<file path="config.mk">
export PLATFORM = sky130hd
export DESIGN_NAME = regfile_write_arbiter
export DESIGN_NICKNAME = d
export VERILOG_FILES = /design/src/rtl/regfile_write_arbiter.sv
export SDC_FILE = /design/constraint.sdc
export NUM_CORES = 1
export LEC_CHECK = 0
export BUFFER_PORTS_ARGS = -buffer_cell sky130_fd_sc_hd__buf_2
export CAP_MARGIN = 30
export CORE_AREA = 4 4 186 188
export CTS_BUF_LIST = sky130_fd_sc_hd__clkbuf_4 sky130_fd_sc_hd__clkbuf_8 sky130_fd_sc_hd__clkbuf_16
export DETAILED_ROUTE_END_ITERATION = 12
export DIE_AREA = 0 0 190 192
export GPL_TIMING_DRIVEN = 0
export REMOVE_ABC_BUFFERS = 1
export SYNTH_ARGS = -nofsm -noshare
export SYNTH_HDL_FRONTEND = slang
export SYNTH_SLANG_ARGS = --single-unit
</file>
<file path="constraint.sdc">
create_clock -name Clk -period 2.7 [get_ports Clk]
set_input_delay 0.135 -clock Clk [delete_from_list [all_inputs] [get_ports Clk]]
set_output_delay 0.135 -clock Clk [all_outputs]
set_load 0.01 [all_outputs]
</file>
<file path="src/rtl/regfile_write_arbiter.sv">
// Two-requester write arbiter for the 32x64 register file write port.
// Optional read bypass of the output stage: define REGFILE_ARB_BYPASS_EN.
module regfile_write_arbiter #(
    parameter int DATA_W = 64,
    parameter int ADDR_W = 5
) (
    input  logic              Clk,
    input  logic              Resetb,
    input  logic              AValid,
    output logic              AReady,
    input  logic [ADDR_W-1:0] ARw,
    input  logic [DATA_W-1:0] ABusW,
    input  logic              BValid,
    output logic              BReady,
    input  logic [ADDR_W-1:0] BRw,
    input  logic [DATA_W-1:0] BBusW,
    output logic [ADDR_W-1:0] RW,
    output logic [DATA_W-1:0] BusW,
    output logic              RegWr,
    input  logic [ADDR_W-1:0] RA,
    input  logic [ADDR_W-1:0] RB,
    output logic              RABusy,
    output logic              RBBusy,
    input  logic [DATA_W-1:0] BusAIn,
    input  logic [DATA_W-1:0] BusBIn,
    output logic [DATA_W-1:0] BusAOut,
    output logic [DATA_W-1:0] BusBOut
);

    localparam logic [ADDR_W-1:0] ZERO_REG = '1;
    localparam logic PTR_A = 1'b0;
    localparam logic PTR_B = 1'b1;

    logic              ha_v;
    logic [ADDR_W-1:0] ha_rw;
    logic [DATA_W-1:0] ha_data;
    logic              hb_v;
    logic [ADDR_W-1:0] hb_rw;
    logic [DATA_W-1:0] hb_data;
    logic              a_older;
    logic              ptr;

    logic grant_a;
    logic grant_b;
    logic a_take;
    logic b_take;
    logic same_rw;

    assign same_rw = (ha_rw == hb_rw);

    // Same-register conflicts follow age so writes to one register stay in order.
    always_comb begin
        grant_a = 1'b0;
        if (ha_v) begin
            if (!hb_v)
                grant_a = 1'b1;
            else if (same_rw)
                grant_a = a_older;
            else
                grant_a = (ptr == PTR_A);
        end
    end

    assign grant_b = hb_v && !grant_a;

    assign AReady = !ha_v || grant_a;
    assign BReady = !hb_v || grant_b;

    assign a_take = AValid && AReady && (ARw != ZERO_REG);
    assign b_take = BValid && BReady && (BRw != ZERO_REG);

    always_ff @(posedge Clk or negedge Resetb) begin
        if (!Resetb) begin
            ha_v    <= 1'b0;
            ha_rw   <= '0;
            ha_data <= '0;
            hb_v    <= 1'b0;
            hb_rw   <= '0;
            hb_data <= '0;
            a_older <= 1'b0;
            ptr     <= PTR_A;
            RegWr   <= 1'b0;
            RW      <= ZERO_REG;
            BusW    <= '0;
        end else begin
            if (a_take) begin
                ha_v    <= 1'b1;
                ha_rw   <= ARw;
                ha_data <= ABusW;
            end else if (grant_a) begin
                ha_v <= 1'b0;
            end

            if (b_take) begin
                hb_v    <= 1'b1;
                hb_rw   <= BRw;
                hb_data <= BBusW;
            end else if (grant_b) begin
                hb_v <= 1'b0;
            end

            if (a_take)
                a_older <= b_take;
            else if (b_take)
                a_older <= 1'b1;

            if (ha_v && hb_v)
                ptr <= grant_a ? PTR_B : PTR_A;

            RegWr <= grant_a || grant_b;
            if (grant_a) begin
                RW   <= ha_rw;
                BusW <= ha_data;
            end else if (grant_b) begin
                RW   <= hb_rw;
                BusW <= hb_data;
            end
        end
    end

    logic hold_a;
    logic hold_b;
    logic out_a;
    logic out_b;

    assign hold_a = (ha_v && ha_rw == RA) || (hb_v && hb_rw == RA);
    assign hold_b = (ha_v && ha_rw == RB) || (hb_v && hb_rw == RB);
    assign out_a  = RegWr && (RW == RA);
    assign out_b  = RegWr && (RW == RB);

`ifdef REGFILE_ARB_BYPASS_EN
    assign RABusy  = (RA != ZERO_REG) && hold_a;
    assign RBBusy  = (RB != ZERO_REG) && hold_b;
    assign BusAOut = (out_a && RA != ZERO_REG) ? BusW : BusAIn;
    assign BusBOut = (out_b && RB != ZERO_REG) ? BusW : BusBIn;
`else
    assign RABusy  = (RA != ZERO_REG) && (hold_a || out_a);
    assign RBBusy  = (RB != ZERO_REG) && (hold_b || out_b);
    assign BusAOut = BusAIn;
    assign BusBOut = BusBIn;
`endif

endmodule

</file>
==> results_dict.tcl <==
set metrics [dict create \
    yosys_most_used_dff "dfrtp_1" \
    synth_top_family_by_area "multiplexers" \
    critPathTopFamily "compound AO/OA/AOI/OAI gates" \
    area_growth_pct 28.9 \
    grt_pass1_vias 8147 \
    rr_startpoint "hb_rw[1]$_DFFE_PN0P_" \
    nFillCells 2992 \
    nets 1342 \
    portBuffers 225 \
    drv_slew 0 \
    r2r_end "BusW[59]$_DFFE_PN0P_" \
    initial_core_util 0.323 \
    grt_max_degree 102 \
    crit_cells 8 \
    core_area_um2 33100 \
    instances_no_fill 1528 \
    p_sw_mw 4.70 \
    r2r_cells 8 \
    slew_headroom 0.565 \
    layout_commonest_cell "buf_2" \
    antenna_found_initial 0 \
    post_drt_wl_per_cell_um 27.1 \
    dp.cells 1336 \
    yosysSeqAreaShare 0.496 \
    htreeDepth 1 \
    worst_pin_slew_ps 652 \
    cts_tree "built" \
    min_period_ps 2550 \
    gp_congestion 0.831 \
    ir_drop_uv 532 \
    fp.dieH_um 192 \
    clock.fmax_ghz 0.392 \
    layout_common_cells "buf_2 (224), dfrtp_1 (205), dlygate4sd3_1 (143)" \
    io_pins 482 \
    grt_pass1_wl_mm 58.8 \
    synthArstFlopShare 1.00 \
    switching_share 0.339 \
    fp.dieW_um 190 \
    startpoint_type "flip-flop" \
    num_vias 7525 \
    critPathMaxFanout 18 \
    cp-startpoint "hb_rw[1]$_DFFE_PN0P_" \
    finalSetupTns_ps 0 \
    timing.final.crit_share 0.945 \
    drc 0 \
    p_comb_frac 0.364 \
    placed_area_um2 11500 \
    routed_wirelength_mm 41.3 \
    cts_buffer_depth 3 \
    antenna_cells 0 \
    syn-cell-area_um2 10700 \
    synth_simple_gate_area_frac 0.0432 \
    rsz0062_at_grt "false" \
    yosys_warnings 0 \
    syn_area_per_cell_um2 12.9 \
    fin_worst_skew_ps 13.1 \
    clk_latency_ps 530 \
    p_per_area_nw_per_um2 1010 \
    cp_slowest_stage_delay_ps 630 \
    cts_sinks 212 \
    required_ps 3170 \
    grt_usage 0.219 \
    status "finished, final reports clean" \
    clock-root-buffer "clkbuf_16" \
    synth_compound_area_frac 0.0748 \
    finalSetupViolations 0 \
    clockPowerShare 0.254 \
    total_power_mw 13.9 \
    hpwl_mm 29.8 \
    power_frac_seq 0.382 \
    rrSetupSlack_ps 150 \
    crit_type "flip-flop to flip-flop" \
    synth_edf_count 0 \
    synth_cell_types 36 \
    fin_area_um2 13800 \
    layout-drive-gt1-share 0.410 \
    die_area_um2 36500 \
    rows 67 \
    worstSetupEndpoint "BusW[59]$_DFFE_PN0P_" \
    synth_fa_ha_area_frac 0 \
    synth.area.mux_share 0.232 \
    hold_path.class "input port to asynchronous set/reset pin" \
    synth_xor_area_frac 0.0286 \
    ys_ff_latch 212 \
    leakage_nw 6.46 \
    path_clk_slew_ps 60 \
    drt_pass1_iterations 4 \
    slowest_stage "a311oi_4" \
    cp_cell_sequence "xnor2_1 -> and3_1 -> a21oi_1 -> a311oi_4 -> buf_6 -> buf_16 -> buf_8 -> a221o_1" \
    cp.buffers_inverters 3 \
    syn_inst 828 \
    arrival_ps 3020 \
    cts_made_buffers 25 \
    end_kind "flip-flop" \
    cap_viol_max_count 0 \
    hold_violations 0 \
    cellInternalPower_mw 9.18 \
    vias_per_cell 4.92 \
    first_iter_violations 371 \
    gr-total-overflow 0 \
    antenna_left 0 \
]
[cell type report]
type                    count  area [µm²]  share of cell area
clock inverters             7        92.6             0.00671
clock buffers              38         761              0.0551
flip-flops and latches    212        5320               0.385
inverters                   4        15.0             0.00109
well taps                 448         561              0.0406
repair buffers            389        2970               0.215
multi-input cells         430        4090               0.296
[power by group through the flow]
stage / logic (mW) / registers, mW / clock network, mW
finish: 5.05 / 5.31 / 3.52
global route: 5.47 / 5.46 / 3.74
CTS: 5.06 / 5.32 / 3.61
detailed placement: 4.75 / 5.41 / 0
global placement: 4.59 / 5.52 / 0
floorplan: 2.77 / 5.47 / 0
[sequential cells by signal (all words and copies together), names as in the netlist, 5 cells and up]
signal   cells
BusW        64
RW           5
ha_data     64
ha_rw        5
hb_data     64
hb_rw        5
[routing by layer]
layer | vias up | wire (µm) | global-route usage
met4 | 6 | 2550 | 0.109
li1 | 3295 | - | -
met5 | - | 241 | 0.0508
met3 | 97 | 6550 | 0.148
met1 | 3671 | 14200 | 0.228
met2 | 456 | 17800 | 0.333
[how the worst min path moves through the flow]
stage | startpoint | end | slack (ps) | cells past startpoint
2_1_floorplan | Resetb | BusW[0]$_DFFE_PN0P_ | -160 | 0
3_3_place_gp | BusAIn[34] | BusAOut[34] | 270 | 0
3_5_place_dp | Resetb | BusW[29]$_DFFE_PN0P_ | 8 | 1
4_1_cts | Resetb | BusW[29]$_DFFE_PN0P_ | 20 | 2
5_1_grt | Resetb | ha_data[54]$_DFFE_PN0P_ | 70 | 2
6_report | Resetb | BusW[29]$_DFFE_PN0P_ | 60 | 2
[cell usage after synthesis (2+ instances only)]
cell type / instances / area (µm²)
buf_2: 14 / 70.1
xnor2_1: 11 / 96.3
nand3_1: 10 / 50.1
a221o_1: 68 / 681
clkbuf_1: 20 / 75.1
buf_4: 129 / 968
mux2i_1: 69 / 691
nand2_1: 8 / 30.0
o32a_1: 2 / 20.0
buf_6: 4 / 45.0
buf_1: 7 / 26.3
xor2_1: 24 / 210
dfstp_2: 5 / 131
and3_1: 5 / 31.3
buf_12: 7 / 140
a31oi_1: 2 / 12.5
dfrtp_1: 207 / 5180
nor4_1: 6 / 37.5
mux2_2: 67 / 754
nor2_1: 72 / 270
o21ai_0: 3 / 15.0
a21oi_1: 2 / 10.0
inv_1: 4 / 15.0
mux2_4: 69 / 1040
and2_2: 2 / 15.0
[metrics by stage]
stage / worst slack [ps] / utilization / hold slack, ps
detailed placement: -407 / 0.346 / 8.47
finish: 149 / 0.417 / 59.9
global route: 18.2 / 0.417 / 71.5
CTS: 1.49 / 0.416 / 23.1
floorplan: -2850 / - / -161
global placement: -6590 / 0.334 / 270
[cell families (layout without fill, tap and decap cells)]
group,count (synthesis),count (layout)
compound gates,83,83
flops,212,212
simple gates,107,107
xor+xnor,35,35
mux,205,205
buf+inv,186,438
[repair_timing]
action | in CTS | in global routing
setup buffers | 3 | 1
hold buffers | 143 | 0
setup endpoints to repair | 132 | 75
hold endpoints to repair | 246 | 0
gates cloned | 0 | 0
gates resized for setup | 0 | 1
Note: power is estimated with default switching activity, not from simulation.
